## src/rtl/axi_stream_fifo.sv

```systemverilog
`default_nettype none
// ============================================================================
//  Module      : axi_stream_fifo
//  Description : Single-clock AXI4-Stream FIFO. Beats accepted on s_* are
//                replayed unchanged and in order on m_*. Also reports the
//                stored beat count and the stored end-of-packet count.
//  Revision    : 1.0 - initial release
// ============================================================================
module axi_stream_fifo #(
  parameter int BYTE_WIDTH = 4,
  parameter int ID_WIDTH   = 1,
  parameter int DEST_WIDTH = 1,
  parameter int USER_WIDTH = 1,
  parameter int DEPTH_LOG2 = 2
) (
  input  logic                    clk,
  input  logic                    reset,
  input  logic                    s_tvalid,
  output logic                    s_tready,
  input  logic [8*BYTE_WIDTH-1:0] s_tdata,
  input  logic [BYTE_WIDTH-1:0]   s_tstrb,
  input  logic [BYTE_WIDTH-1:0]   s_tkeep,
  input  logic                    s_tlast,
  input  logic [ID_WIDTH-1:0]     s_tid,
  input  logic [DEST_WIDTH-1:0]   s_tdest,
  input  logic [USER_WIDTH-1:0]   s_tuser,
  output logic                    m_tvalid,
  input  logic                    m_tready,
  output logic [8*BYTE_WIDTH-1:0] m_tdata,
  output logic [BYTE_WIDTH-1:0]   m_tstrb,
  output logic [BYTE_WIDTH-1:0]   m_tkeep,
  output logic                    m_tlast,
  output logic [ID_WIDTH-1:0]     m_tid,
  output logic [DEST_WIDTH-1:0]   m_tdest,
  output logic [USER_WIDTH-1:0]   m_tuser,
  output logic [DEPTH_LOG2:0]     level,
  output logic [DEPTH_LOG2:0]     packets
);

  localparam int c_PW    = 8*BYTE_WIDTH + 2*BYTE_WIDTH + 1 + ID_WIDTH + DEST_WIDTH + USER_WIDTH;
  localparam int c_DEPTH = 1 << DEPTH_LOG2;
  localparam logic [DEPTH_LOG2:0] c_ONE = {{DEPTH_LOG2{1'b0}}, 1'b1};

  // Storage is deliberately left unreset; only pointers and counters clear.
  logic [c_PW-1:0]       mem_q [c_DEPTH];

  logic [DEPTH_LOG2:0]   wr_ptr_q, wr_ptr_d;
  logic [DEPTH_LOG2:0]   rd_ptr_q, rd_ptr_d;
  logic [DEPTH_LOG2:0]   level_q, level_d;
  logic [DEPTH_LOG2:0]   packets_q, packets_d;
  logic                  s_tready_q, s_tready_d;

  logic                  w_push;
  logic                  w_pop;
  logic [c_PW-1:0]       w_s_beat;
  logic [c_PW-1:0]       w_head;

  assign w_s_beat = {s_tdata, s_tstrb, s_tkeep, s_tlast, s_tid, s_tdest, s_tuser};
  assign w_head   = mem_q[rd_ptr_q[DEPTH_LOG2-1:0]];

  // Head entry is never overwritten while occupied, so m_* is stable on a stall.
  assign {m_tdata, m_tstrb, m_tkeep, m_tlast, m_tid, m_tdest, m_tuser} = w_head;

  assign m_tvalid = (wr_ptr_q != rd_ptr_q);
  assign s_tready = s_tready_q;
  assign level    = level_q;
  assign packets  = packets_q;

  // s_tready is a register, so a full FIFO cannot accept in its pop cycle.
  assign w_push = s_tvalid && s_tready_q;
  assign w_pop  = m_tvalid && m_tready;

  // Write the incoming beat into the slot at the write pointer.
  always_ff @(posedge clk) begin
    if (w_push) begin
      mem_q[wr_ptr_q[DEPTH_LOG2-1:0]] <= w_s_beat;
    end
  end

  // Next pointers, counters and the registered ready (full look-ahead).
  always_comb begin
    wr_ptr_d  = wr_ptr_q;
    rd_ptr_d  = rd_ptr_q;
    level_d   = level_q;
    packets_d = packets_q;

    if (w_push) begin
      wr_ptr_d = wr_ptr_q + c_ONE;
    end
    if (w_pop) begin
      rd_ptr_d = rd_ptr_q + c_ONE;
    end

    if (w_push && !w_pop) begin
      level_d = level_q + c_ONE;
    end else if (!w_push && w_pop) begin
      level_d = level_q - c_ONE;
    end

    if ((w_push && s_tlast) && !(w_pop && m_tlast)) begin
      packets_d = packets_q + c_ONE;
    end else if (!(w_push && s_tlast) && (w_pop && m_tlast)) begin
      packets_d = packets_q - c_ONE;
    end

    // Full when the pointers differ only in the wrap bit.
    s_tready_d = (wr_ptr_d != {~rd_ptr_d[DEPTH_LOG2], rd_ptr_d[DEPTH_LOG2-1:0]});
  end

  // State registers; reset clears everything except the storage array.
  always_ff @(posedge clk or posedge reset) begin
    if (reset) begin
      wr_ptr_q   <= '0;
      rd_ptr_q   <= '0;
      level_q    <= '0;
      packets_q  <= '0;
      s_tready_q <= 1'b0;
    end else begin
      wr_ptr_q   <= wr_ptr_d;
      rd_ptr_q   <= rd_ptr_d;
      level_q    <= level_d;
      packets_q  <= packets_d;
      s_tready_q <= s_tready_d;
    end
  end

endmodule
`default_nettype wire

```

## config.mk

```make
export PLATFORM = sky130hd
export DESIGN_NAME = axi_stream_fifo
export DESIGN_NICKNAME = d
export VERILOG_FILES = /design/src/rtl/axi_stream_fifo.sv
export SDC_FILE = /design/constraint.sdc
export NUM_CORES = 1
export LEC_CHECK = 0
export CAP_MARGIN = 20
export CORE_ASPECT_RATIO = 0.8
export CORE_UTILIZATION = 51
export CTS_BUF_LIST = sky130_fd_sc_hd__clkbuf_4 sky130_fd_sc_hd__clkbuf_8
export CTS_CLUSTER_DIAMETER = 120
export DETAILED_ROUTE_END_ITERATION = 16
export GPL_TIMING_DRIVEN = 1
export PLACE_DENSITY_LB_ADDON = 0.15
export SKIP_CTS_REPAIR_TIMING = 1
export SLEW_MARGIN = 20
export SYNTH_ARGS = -nofsm -noshare
export SYNTH_HDL_FRONTEND = slang
export SYNTH_SLANG_ARGS = --single-unit
```

## constraint.sdc

```tcl
create_clock -name clk -period 2 [get_ports clk]
set_input_delay 0.3 -clock clk [delete_from_list [all_inputs] [get_ports clk]]
set_output_delay 0.3 -clock clk [all_outputs]
set_load 0.01 [all_outputs]
```

# == Word level (Yosys, flattened, before mapping) ==
# Memories as Yosys holds them, arrays and structs flattened.
# Cells that the tools add are included.
# W data, S select, Z words.
# totals
register_bits,13
ram_bits,176
input_bits,48
output_inout_bits,52
word_cells,37
mem_count,1
# op_classes
n_addsub,6
n_eq_ne,2
muxes,8
bitwise,1
n_reduce_logical,14
# mem_list
name,depth,word_bits,rd,rd_clocked_by_memory_dff,wr,line_no,text
mem_q,4,44,1,0,1,45,logic [c_PW-1:0] mem_q [c_DEPTH];
# ops
op,n
$mux W3,6
$add A3 B1 Y3 const B,4
$logic_and A1 B1 Y1,8
$ne A3 B3 Y1,2
$sub A3 B1 Y3 const B,2
$logic_not A1 Y1,4
$reduce_bool A2 Y1,2
$mux W1,2
$not A1 Y1,1

# == Longest topological paths before layout ==
# Gate-level depths: netlist of the first run.
# logic_depth
word_depth,6
mapped_depth,10
ltp_nobuf,9

# == Worst setup path after synthesis of the first run ==
# Ideal clock, no wire load.
# synth_timing
path_kind,flip-flop to flip-flop
from,register rd_ptr_q[0]
to,register packets_q[2] (netlist: packets[2])
setup_ns,0.079
t_arrival_ns,2.115
t_required_ns,1.921
setup_slack_ns,-0.194
path_stages_with_launch,10
path_buffers,1
synth_period_minus_slack_ns,2.194
cell_sequence,dfrtp_1 -> buf_6 -> mux4_2 -> nand2_1 -> ha_1 -> inv_1 -> fa_1 -> xor2_1 -> nor2_1 -> xor2_1
# synth_via
elab_cells_between_ends,9
classes_between,1 x eq/ne; 1 x mux; 6 x reduce/logical; 1 x memory
# synth_rtl
item,line_no,text
from (decl),48,"logic [DEPTH_LOG2:0] rd_ptr_q, rd_ptr_d;"
from (signal assigned),120,rd_ptr_q <= rd_ptr_d;
$mem_v2 Z4 W44 (*),-,
via m_tlast,32,"output logic m_tlast,"
$logic_and A1 B1 Y1 (*),"100, 102",
$logic_not A1 Y1,100,if ((w_push && s_tlast) && !(w_pop && m_tlast)) begin
$logic_and A1 B1 Y1,100,
$mux W3 or $reduce_bool A2 Y1 (tied branches),-,
to (signal assigned),122,packets_q <= packets_d;
to (decl),50,"logic [DEPTH_LOG2:0] packets_q, packets_d;"
# Mark *: on every way through the listed nets, which the timed path passes. The rest lies on a longest branch.
# A chain may end at the register's enable or synchronous reset.

# == Worst setup path after layout of the first run ==
# layout_timing
from,register rd_ptr_q[0]
to,output m_tdata[28]
# layout_via
elab_chain_len,1
# layout_rtl
item,line_no,text
$mem_v2 Z4 W44,-,
to (decl),29,"output logic [8*BYTE_WIDTH-1:0] m_tdata,"
# Every way passes these cells.

==> results.yml, run 1 <==
yosys:
  synth.distinct_cells: 27
  yosys-top-cells-count: "edfxtp_1, mux4_2, dfrtp_1, inv_1, xnor2_1"
  syn_inst: 304
  syn_area_per_cell_um2: 23.5
  syn_area_mm2: 0.00714
  yosys-top-cells-area: "edfxtp_1, mux4_2, dfrtp_1, ha_1, xnor2_1"
  yosysTopAreaCell: "edfxtp_1"
  ys_async_sr_fraction_pct: 6.88
  synth-edff-count: 176
  seq_area_frac_synth_pct: 78.6
  syn_nets: 361
  yosysMostFrequentCell: "edfxtp_1"
  ys.warnings.count: 0
  yosysTopAreaCellShare_pct: 74.0
  synth_flop_cell: "edfxtp_1"
  synth_seq_cells: 189
run_status:
  violations: "negative setup slack"
  status: "finished with violations"
placement:
  dp_hpwl_um: 7980
  port_buffers: 99
  routabilityCongestion: 0.787
  pre_cts_ws_ns: -0.165
  placed_cells: 610
  place_area_mm2: 0.00876
finish:
  area_growth_pct: 30.1
  fillers: 900
  fin_util_pct: 68.3
  antenna_cells: 0
  stdcell_area_mm2: 0.00928
  drive_gt1_share_pct: 41.1
  final_cells: 654
  nets: 518
cts:
  clock-root-buffer: "clkbuf_8"
  clkSlewWorstSetupHoldPaths_ns: 0.09
  cts_tree: "built"
  cts_buffers: 17
  h-tree-depth: 4
  cts.sinks: 189
  cts_buffer_depth: 2
  clk_latency_ns: 0.45
job:
  maxCapViolations: 0
global_route:
  track_usage_pct: 18.8
  grt_pass1_wl_um: 19200
  grt_overflow: 0
  antenna_found_initial: 0
  grt_max_degree: 29
  grt_pass1_vias: 3739
worst_setup_path:
  crit_family: "multiplexers"
  worstSetupStartpointType: "flip-flop"
  worstPathMaxFanout: 5
  cp-end-kind: "output port"
  slowest_delay_ns: 0.55
  slowest_stage: "mux4_2"
  crit_buf_inv: 3
  arrival_ns: 1.94
  cp.required_ns: 1.70
  crit_type: "reg2out"
  path_cells: "buf_8 > clkbuf_16 > mux4_2 > buf_6"
drt:
  wl_met3_um: 649
  vias: 3467
  via_per_inst: 5.30
  post-route-drc-count: 0
  avgRoutedWirePerCell_um: 19.6
  routed_wl_um: 12800
  wl_met2_um: 6440
  drt_iter0_drc: 145
  wl_met1_um: 5570
  firstDrtPassIters: 5
  routed.top_layer: "met4"
  drtAntennaViolNets: 0
timing:
  rsz0062_at_grt: "true"
  worst_pin_slew_ns: 0.538
  setup_viol: 50
  fin_skew_ns: 0.00899
  maxSlewViolCount: 0
  slew_headroom_pct: 64.1
  fin_tns_setup_ns: -8.17
  timing.final.crit_share_pct: 112
  fmax_ghz: 0.447
  final.setup.worst_slack_ns: -0.235
  hold_viol_final: 0
  min_period_ns: 2.24
floorplan:
  ios: 100
  die_h_um: 108
  start_util_pct: 52.5
  core-area_mm2: 0.0136
  dieArea_mm2: 0.0145
  rows: 38
  die_w_um: 134
power:
  p_leak_uw: 0.00324
  ir_worst_vdd_mv: 0.883
  power_density_mw_per_mm2: 1470
hold_path:
  holdCritPathClass: "in2async"
-- kinds of logic after synthesis --
logic type	count (synthesis)	synth area share [%]
flip-flops	189	78.6
multiplexers	47	14.4
buffers and inverters	19	1.19
XOR/XNOR	17	2.30
AND/OR/NAND/NOR	17	1.24
adder cells (fa/ha/maj)	9	1.79
AO/OA/AOI/OAI	6	0.526
-- power by group --
part,internal (µW),switching (µW)
combinational,3120,2520
clock,1280,1220
sequential,5200,298
total,9610,4040
-- worst paths after layout --
kind / start / to / slack [ns] / cells past startpoint
worst max-delay path: rd_ptr_q[0] / m_tdata[28] / -0.24 / 4
worst min-delay path: reset / rd_ptr_q[0] / 0.19 / 2
worst max register to register: rd_ptr_q[0] / level[2] / -0.16 / 10
worst min register to register: level[2] / level[2] / 0.47 / 1
max in group asynchronous: reset / rd_ptr_q[0] / 1.41 / 2
min in group clk: level[2] / level[2] / 0.47 / 1
-- layout make-up --
cell class | count | area [µm²] | share of cell area, %
Clock inverter | 11 | 143 | 1.54
Clock buffer | 21 | 264 | 2.84
Timing Repair Buffer | 148 | 1440 | 15.5
Tap cell | 180 | 225 | 2.43
Inverter | 9 | 37.5 | 0.404
Sequential cell | 189 | 5620 | 60.5
Multi-Input combinational cell | 96 | 1560 | 16.8
-- per-layer routing --
metal	vias up	GRT usage [%]
met5	-	0
met4	0	7.38
met3	15	6.12
met2	85	30.9
met1	1796	23.2
li1	1571	-
-- state kept, by name (all words and copies together), names as in the netlist --
register,flops
rd_ptr_q,3
wr_ptr_q,3
mem_q,176
s_tready,1
packets,3
level,3
-- layout by cell type (no fill, tap or decap), types with 2 or more instances in the layout --
cell	n
nor2_1	3
fa_2	2
ha_1	4
buf_2	2
bufinv_16	3
clkinv_2	2
xor2_1	7
buf_8	3
clkbuf_2	36
xnor2_2	2
buf_6	13
buf_12	13
inv_2	2
ha_4	2
and3_2	3
clkdlybuf4s50_1	54
clkbuf_8	17
clkbuf_16	3
xnor2_1	7
buf_4	23
clkinvlp_4	5
dfrtp_1	11
mux2_2	2
clkbuf_4	4
nand2_1	2
edfxtp_1	176
mux4_2	44
inv_1	6
-- metrics by stage --
step | hold WS [ns] | power, µW
floorplan | 0.177 | 8250
global placement | 0.457 | 10900
detailed placement | 0.460 | 11000
CTS | 0.183 | 13500
global route | 0.199 | 14300
finish | 0.194 | 13600
Power figures use the tool's default switching activity.
==> run 2: changes to the inputs <==
Settings changed: SKIP_LAST_GASP set to 1.
==> run 2 against run 1 <==
The flow still finishes with violations (negative setup slack). Core utilization down 0.14 points. Sequential power hardly changed. Worst setup slack worse by 0.0031 ns. Sequential share of layout area grew 0.12 points. Fmax fell by 0.14%. Critical path type unchanged. Non-clock buffer count unchanged. Clock skew is essentially flat. First-iteration DRC count is 13% higher.
==> results.yml, run 2 (synthesis gave the netlist of run 1 again) <==
power:
  p_leak_uw: 0.00323
  power_density_mw_per_mm2: 1470
  ir_worst_vdd_mv: 0.883
  total_power_uw: 13600
placement:
  dp_hpwl_um: 7980
  routabilityCongestion: 0.787
  port_buffers: 99
worst_setup_path:
  slowest_delay_ns: 0.55
  worstSetupStartpointType: "flip-flop"
  r2r_start: "rd_ptr_q[0]"
  path_cells: "buf_8 > clkbuf_16 > mux4_2 > buf_6"
  cp-end-kind: "output port"
  slowest_stage: "mux4_2"
  cp.required_ns: 1.70
  crit_start: "rd_ptr_q[0]"
  worstPathMaxFanout: 5
  ff2ff_path_depth: 10
  arrival_ns: 1.94
  crit_cells: 4
  crit_type: "reg2out"
  crit_family: "multiplexers"
  crit_buf_inv: 3
finish:
  nets: 518
  final_common_cell: "edfxtp_1"
  regArea_mm2: 0.00562
  multi_input_area_mm2: 0.00154
  area_growth_pct: 29.8
  fillers: 900
  largest_register_ff_count: 176
  layout_common_cells: "edfxtp_1, clkdlybuf4s50_1, mux4_2"
  drive_gt1_share_pct: 40.9
  antenna_cells: 0
floorplan:
  rows: 38
  die_h_um: 108
  dieArea_mm2: 0.0145
  core-area_mm2: 0.0136
  start_util_pct: 52.5
  ios: 100
  die_w_um: 134
drt:
  avgRoutedWirePerCell_um: 19.7
  via_per_inst: 5.32
  vias: 3478
  routed_wl_um: 12900
  drtAntennaViolNets: 0
  drt_iter0_drc: 164
  post-route-drc-count: 0
  firstDrtPassIters: 4
timing:
  worst_pin_slew_ns: 0.538
  setup_viol: 50
  rsz0062_at_grt: "true"
  min_period_ns: 2.24
  fmax_ghz: 0.447
  fin_skew_ns: 0.00891
  slew_headroom_pct: 64.1
  holdWs_ns: 0.196
  timing.final.crit_share_pct: 112
  hold_viol_final: 0
  final.setup.worst_slack_ns: -0.239
  maxSlewViolCount: 0
cts:
  cts_buffer_depth: 2
  cts_buffers: 17
  cts_tree: "built"
  cts.sinks: 189
  clock-root-buffer: "clkbuf_8"
  clkSlewWorstSetupHoldPaths_ns: 0.09
  clk_latency_ns: 0.45
  h-tree-depth: 4
global_route:
  antenna_found_initial: 0
  grt_pass1_vias: 3739
  grt_pass1_wl_um: 19200
  grt_overflow: 0
  track_usage_pct: 18.8
  grt_max_degree: 29
job:
  maxCapViolations: 0
hold_path:
  holdCritPathClass: "in2async"
run_status:
  violations: "negative setup slack"
  status: "finished with violations"
==> run 2: cell counts in the layout (fill, tap and decap cells not counted) <==
No cell type changed its count.
==> run 2: cell type report <==
| cell class | instances | area share (%) |
|---|---|---|
| clock buffer | 21 | 2.85 |
| multi-input combinational | 96 | 16.7 |
| inverter | 9 | 0.405 |
| timing repair buffer | 148 | 15.5 |
| tap | 180 | 2.43 |
| sequential | 189 | 60.6 |
| clock inverter | 11 | 1.54 |
==> run 2: path summary, 6_finish.rpt <==
| kind | end | slack [ns] |
|---|---|---|
| setup / recovery | m_tdata[28] | -0.24 |
| hold / removal | rd_ptr_q[0] | 0.20 |
| setup reg to reg | level[2] | -0.13 |
| hold reg to reg | level[2] | 0.47 |
| max in group asynchronous | rd_ptr_q[0] | 1.41 |
| min in group clk | level[2] | 0.47 |
==> run 2: report_power, final <==
group | leakage (µW) | internal, µW | switching [µW]
Combinational | 0.00128 | 3090 | 2500
Clock | 0.000198 | 1280 | 1220
Sequential | 0.00176 | 5200 | 298
Total | 0.00323 | 9580 | 4020
==> run 2: metal layers <==
layer	vias up	share of wire, %	GRT usage [%]
met3	19	5.1	6.12
met2	91	50	30.9
met5	-	0	0
met4	0	1.4	7.38
li1	1571	-	-
met1	1797	43	23.2
==> run 2: worst reg2reg max path, stage by stage (launching register included) <==
cell and delay (ns):
dfrtp_4 0.53, buf_12 0.15, xnor2_4 0.17, a31oi_4 0.12, inv_1 0.08, ha_2 0.18
inv_2 0.04, fa_2 0.34, xor2_1 0.14, nor2_1 0.15, xor2_1 0.15
==> run 2: metrics by stage <==
step	instance area (µm²)	setup TNS, ns	setup slack (ns)	utilization, %	cells
after floorplan	7160	-0.416	-0.164	-	304
after global placement	8760	-3.45	-0.143	64.4	610
after detailed placement	8760	-3.62	-0.165	64.4	610
after CTS	9170	-26.70	-0.653	67.4	642
after global routing	9270	-12.50	-0.315	68.1	654
final	9270	-7.93	-0.239	68.1	654
==> RTL edit 1: new RTL, flow settings as in run 1 <==
Register the output `level` once more, cleared by the reset; this adds one clock of latency there. The other outputs are not delayed to match.
--- a/src/rtl/axi_stream_fifo.sv
+++ b/src/rtl/axi_stream_fifo.sv
@@ -63,7 +63,13 @@
 
   assign m_tvalid = (wr_ptr_q != rd_ptr_q);
   assign s_tready = s_tready_q;
-  assign level    = level_q;
+  always_ff @(posedge clk or posedge reset) begin
+    if (reset) begin
+      level <= '0;
+    end else begin
+      level <= level_q;
+    end
+  end
   assign packets  = packets_q;
 
   // s_tready is a register, so a full FIFO cannot accept in its pop cycle.
Formal check against the unedited RTL: not equivalent (Yosys sat finds a counterexample within 4 cycles, from zero or initial values and one cycle with reset high).
==> RTL edit 1 against run 1 <==
  * The flow still finishes with violations (negative setup slack)
  * Final area up 0.77%
  * Sequential share of layout area up 0.34 points
  * Non-clock buffer count down 4
  * Clock power up 21%
  * Sequential cell count up 3
  * Area after synthesis up 1.5%
  * Worst setup slack worse by 0.098 ns
  * Total power up 1.5%
  * Final cell count down 0.76%
  * Wire length up 0.87%
==> RTL edit 1: results (changes against run 1) <==
outcome=finished, violations left (unchanged); failing checks=negative setup slack (unchanged); vias per cell=5.31 (was 5.30); Synth Net Count=360 (was 361); GRT met3 Usage=0.0656 (was 0.0612); post-detail-place hpwl=7860 microns (was 7980 microns); Seq power=5.56 mW (was 5.50 mW); clock share of power=0.219 (was 0.184); GPL Wtd Cong=0.792 (was 0.787); Post-Synth Adder-Cell Area=0.0176 (was 0.0179); critical path arrival=2.71 ns (was 1.94 ns); met3 wire len=800 microns (was 649 microns); first-pass GRT wire length=19000 microns (was 19200 microns); delay-heaviest family, CP=flip-flops (was multiplexers); R2R Path Start=rd_ptr_q[0]$_DFF_PP0_ (unchanged); met1 wire length=5500 microns (was 5570 microns); DRT Pass-1 Iters=4 (was 5); met1 Track Usage GR=0.238 (was 0.232); Lkg Pwr=3.31 nW (was 3.24 nW); fin nets=513 (was 518); Mean Syn Cell Area=23.9 sq um (was 23.5 sq um); final setup fails=49 (was 50); routing usage on met2=0.297 (was 0.309); largest net degree at the start of global routing=39 (was 29); Synth area leaders=edfxtp_1 73%, mux4_2 14%, dfrtp_1 5.5% (was edfxtp_1 74%, mux4_2 14%, dfrtp_1 4.6%); setup ws final=-0.333 ns (was -0.235 ns); Post-DP Area=8790 sq um (was 8760 sq um); GR Util All Layers=0.184 (was 0.188); Non-Filler Instances=649 (was 654); top post-synthesis cells by count=176 x edfxtp_1, 44 x mux4_2, 16 x dfrtp_1, 7 x ha_1 (was 176 x edfxtp_1, 44 x mux4_2, 13 x dfrtp_1, 9 x inv_1, 8 x xnor2_1); pre-CTS setup slack=-0.176 ns (was -0.165 ns); clk root buf=clkbuf_8 (unchanged); vias in the first global route=3573 (was 3739); prevailing post-synth register cell=edfxtp_1 (unchanged); internal power=9.91 mW (was 9.61 mW); CTS Buf Count=17 (unchanged); share of cells above drive strength 1=0.403 (was 0.411); Worst path slowest cell=dfrtp_4 (was mux4_2); clk slew on worst S/H paths=0.09 ns (about the same); VDD IR-drop max=1.01 mV (was 0.883 mV); met2 routed WL=6470 microns (was 6440 microns); Top Layer Used=met4 (unchanged); placed cell count=603 (was 610); clk_skew=0.00955 ns (was 0.00899 ns); compound-gate portion of the synthesized area=0.00760 (was 0.00526); average wire per standard cell=19.9 microns (was 19.6 microns); sequential area share after synthesis=0.785 (was 0.786); XOR/XNOR Fraction of Synth Area=0.0250 (was 0.0230); Setup crit end=packets[2]$_DFFE_PP0P_ (was m_tdata[28]); synth unique cells=30 (was 27); Clock Latency Late Sink=0.45 ns (about the same); post-synthesis mux area share=0.140 (was 0.144); fraction of registers with async set or reset after synthesis=0.0833 (was 0.0688); R2R Path End=packets[2]$_DFFE_PP0P_ (was level[2]$_DFFE_PP0P_); transition time at the pin with the least slew margin=0.636 ns (was 0.538 ns)
[RTL edit 1: layout make-up]
| class | instances | area [sq um] |
|---|---|---|
| inverters | 6 | 22.5 |
| clock inverters | 14 | 260 |
| multi-input cells | 95 | 1520 |
| clock buffers | 18 | 241 |
| well taps | 180 | 225 |
| fillers | 873 | 4340 |
| repair buffers | 144 | 1390 |
| flip-flops and latches | 192 | 5690 |
[RTL edit 1: stage by stage]
step / setup TNS (ns) / power [mW] / hold WS [ns] / utilization
floorplan: -0.441 / 8.32 / 0.214 / -
global placement: -2.98 / 10.7 / 0.391 / 0.642
detailed placement: -3.62 / 10.8 / 0.395 / 0.642
CTS: -26.45 / 13.8 / 0.214 / 0.679
global route: -14.78 / 14.5 / 0.252 / 0.683
finish: -10.85 / 13.8 / 0.224 / 0.683
==> RTL edit 2: new RTL, settings of run 1 <==
Made on the original files. `DEPTH_LOG2`: 2 -> 3.
--- a/src/rtl/axi_stream_fifo.sv
+++ b/src/rtl/axi_stream_fifo.sv
@@ -11,7 +11,7 @@
   parameter int ID_WIDTH   = 1,
   parameter int DEST_WIDTH = 1,
   parameter int USER_WIDTH = 1,
-  parameter int DEPTH_LOG2 = 2
+  parameter int DEPTH_LOG2 = 3
 ) (
   input  logic                    clk,
   input  logic                    reset,
Ports: changed (resized level and packets); port bits go from 100 to 102. The function was not compared with the original's and may differ.
==> RTL edit 2 against run 1 <==
  * The flow still finishes with violations (negative setup slack)
  * Final area rose by 95%
  * Via count up 98%
  * Area after synthesis rose by 99%
  * Wire length up 120%
  * Clock power grew 140%
  * Die area is 97% higher
  * Worst setup slack got worse by 0.55 ns
  * Fmax decreased by 20%
  * Sequential cell count is 180 higher
  * Total power increased by 100%
  * Count of clock-buffer cells in the layout up 55
  * Final cell count up 91%
  * Critical path type unchanged
  * Critical endpoint is now m_tuser
  * Largest cell class unchanged
==> RTL edit 2: results (changes against run 1) <==
outcome=finished, violations left (unchanged); failing checks=negative setup slack (unchanged); met2 routed WL=14100 microns (was 6440 microns); GR Util All Layers=0.203 (was 0.188); final setup fails=52 (was 50); post-synthesis mux area share=0.178 (was 0.144); CTS Buf Count=56 (was 17); DRT Pass-1 Iters=4 (was 5); XOR/XNOR Fraction of Synth Area=0.0148 (was 0.0230); Clock Latency Late Sink=0.59 ns (was 0.45 ns); post-detail-place hpwl=16400 microns (was 7980 microns); critical path arrival=2.49 ns (was 1.94 ns); clk slew on worst S/H paths=0.07 ns (was 0.09 ns); Synth Net Count=661 (was 361); max FFs per register=352 (was 176); Post-Synth Adder-Cell Area=0.00988 (was 0.0179); Mapped Cells=603 (was 304); pre-CTS setup slack=-0.526 ns (was -0.165 ns); GPL Wtd Cong=0.757 (was 0.787); largest net degree at the start of global routing=31 (was 29); Seq power=10.1 mW (was 5.50 mW); Clk. pwr=6.14 mW (was 2.51 mW); first-pass GRT wire length=42300 microns (was 19200 microns); placed cell count=1114 (was 610); TNS Setup=-34.21 ns (was -8.17 ns); met1 wire length=12200 microns (was 5570 microns); initial antenna violation count=2 (was 0); share of cells above drive strength 1=0.448 (was 0.411); VDD IR-drop max=0.891 mV (was 0.883 mV); H-tree depth=2 (was 4); initial DRC count=438 (was 145); clk_skew=0.0144 ns (was 0.00899 ns); clock share of power=0.225 (was 0.184); Post-synth EDFFs=352 (was 176); r2r setup slk=-0.64 ns (was -0.16 ns); setup ws final=-0.789 ns (was -0.235 ns); top post-synthesis cells by count=352 x edfxtp_1, 88 x mux4_2, 47 x mux2_2, 17 x dfrtp_1, 17 x xnor2_1 (was 176 x edfxtp_1, 44 x mux4_2, 13 x dfrtp_1, 9 x inv_1, 8 x xnor2_1); fraction of registers with async set or reset after synthesis=0.0461 (was 0.0688); Post-Route WL=28400 microns (was 12800 microns); Synth area leaders=edfxtp_1 75%, mux4_2 14%, mux2_2 3.7% (was edfxtp_1 74%, mux4_2 14%, dfrtp_1 4.6%); Sw Share=0.288 (was 0.296); final hold slack=0.121 ns (was 0.194 ns); Worst path slowest cell=dfrtp_4 (was mux4_2); fin nets=893 (was 518); vias in the first global route=7315 (was 3739); relative slew slack=0.538 (was 0.641); R2R Path End=packets[3]$_DFFE_PP0P_ (was level[2]$_DFFE_PP0P_); vias per cell=5.51 (was 5.30); Lkg Pwr=6.24 nW (was 3.24 nW); sequential area share after synthesis=0.776 (was 0.786); Max clock buf depth=3 (was 2); Post-DP Area=16600 sq um (was 8760 sq um); compound-gate portion of the synthesized area=0.00318 (was 0.00526); Top Layer Used=met5 (was met4); synth unique cells=28 (was 27)
-- RTL edit 2: cell types whose count changed after synthesis, moves of 3 or more --
| cell | run 1 | this run |
|---|---|---|
| edfxtp_1 | 176 | 352 |
| mux2_2 | 3 | 47 |
| mux4_2 | 44 | 88 |
| xnor2_1 | 8 | 17 |
| clkbuf_1 | 2 | 9 |
| buf_1 | 2 | 8 |
| and3_1 | 5 | 1 |
| dfrtp_1 | 13 | 17 |
| inv_1 | 9 | 5 |
| buf_2 | 5 | 8 |
| nand3_1 | 2 | 5 |
| nor2_1 | 3 | 6 |
| nor3_1 | 1 | 4 |
-- RTL edit 2: worst max path at each step --
| stage | endpoint | slack (ns) | start |
|---|---|---|---|
| floorplan | packets[3]$_DFFE_PP0P_ | -0.58 | rd_ptr_q[0]$_DFF_PP0_ |
| global placement | packets[3]$_DFFE_PP0P_ | -0.47 | rd_ptr_q[0]$_DFF_PP0_ |
| detailed placement | packets[3]$_DFFE_PP0P_ | -0.53 | rd_ptr_q[0]$_DFF_PP0_ |
| CTS | m_tkeep[1] | -1.10 | rd_ptr_q[0]$_DFF_PP0_ |
| global route | m_tuser | -0.86 | rd_ptr_q[0]$_DFF_PP0_ |
| finish | m_tuser | -0.79 | rd_ptr_q[0]$_DFF_PP0_ |
-- RTL edit 2: cell type report --
type | instances | area, sq um
diodes | 1 | 2.50
clock buffers | 76 | 927
clock inverters | 28 | 195
fillers | 1814 | 9160
inverters | 5 | 21.3
multi-input cells | 202 | 3330
flip-flops and latches | 369 | 11000
well taps | 364 | 455
repair buffers | 201 | 2200
-- RTL edit 2: metal layers --
layer  track usage  vias up
met1         0.268     3625
met5             0        -
met4        0.0665        2
met3        0.0475       45
met2         0.336      185
li1              -     3011
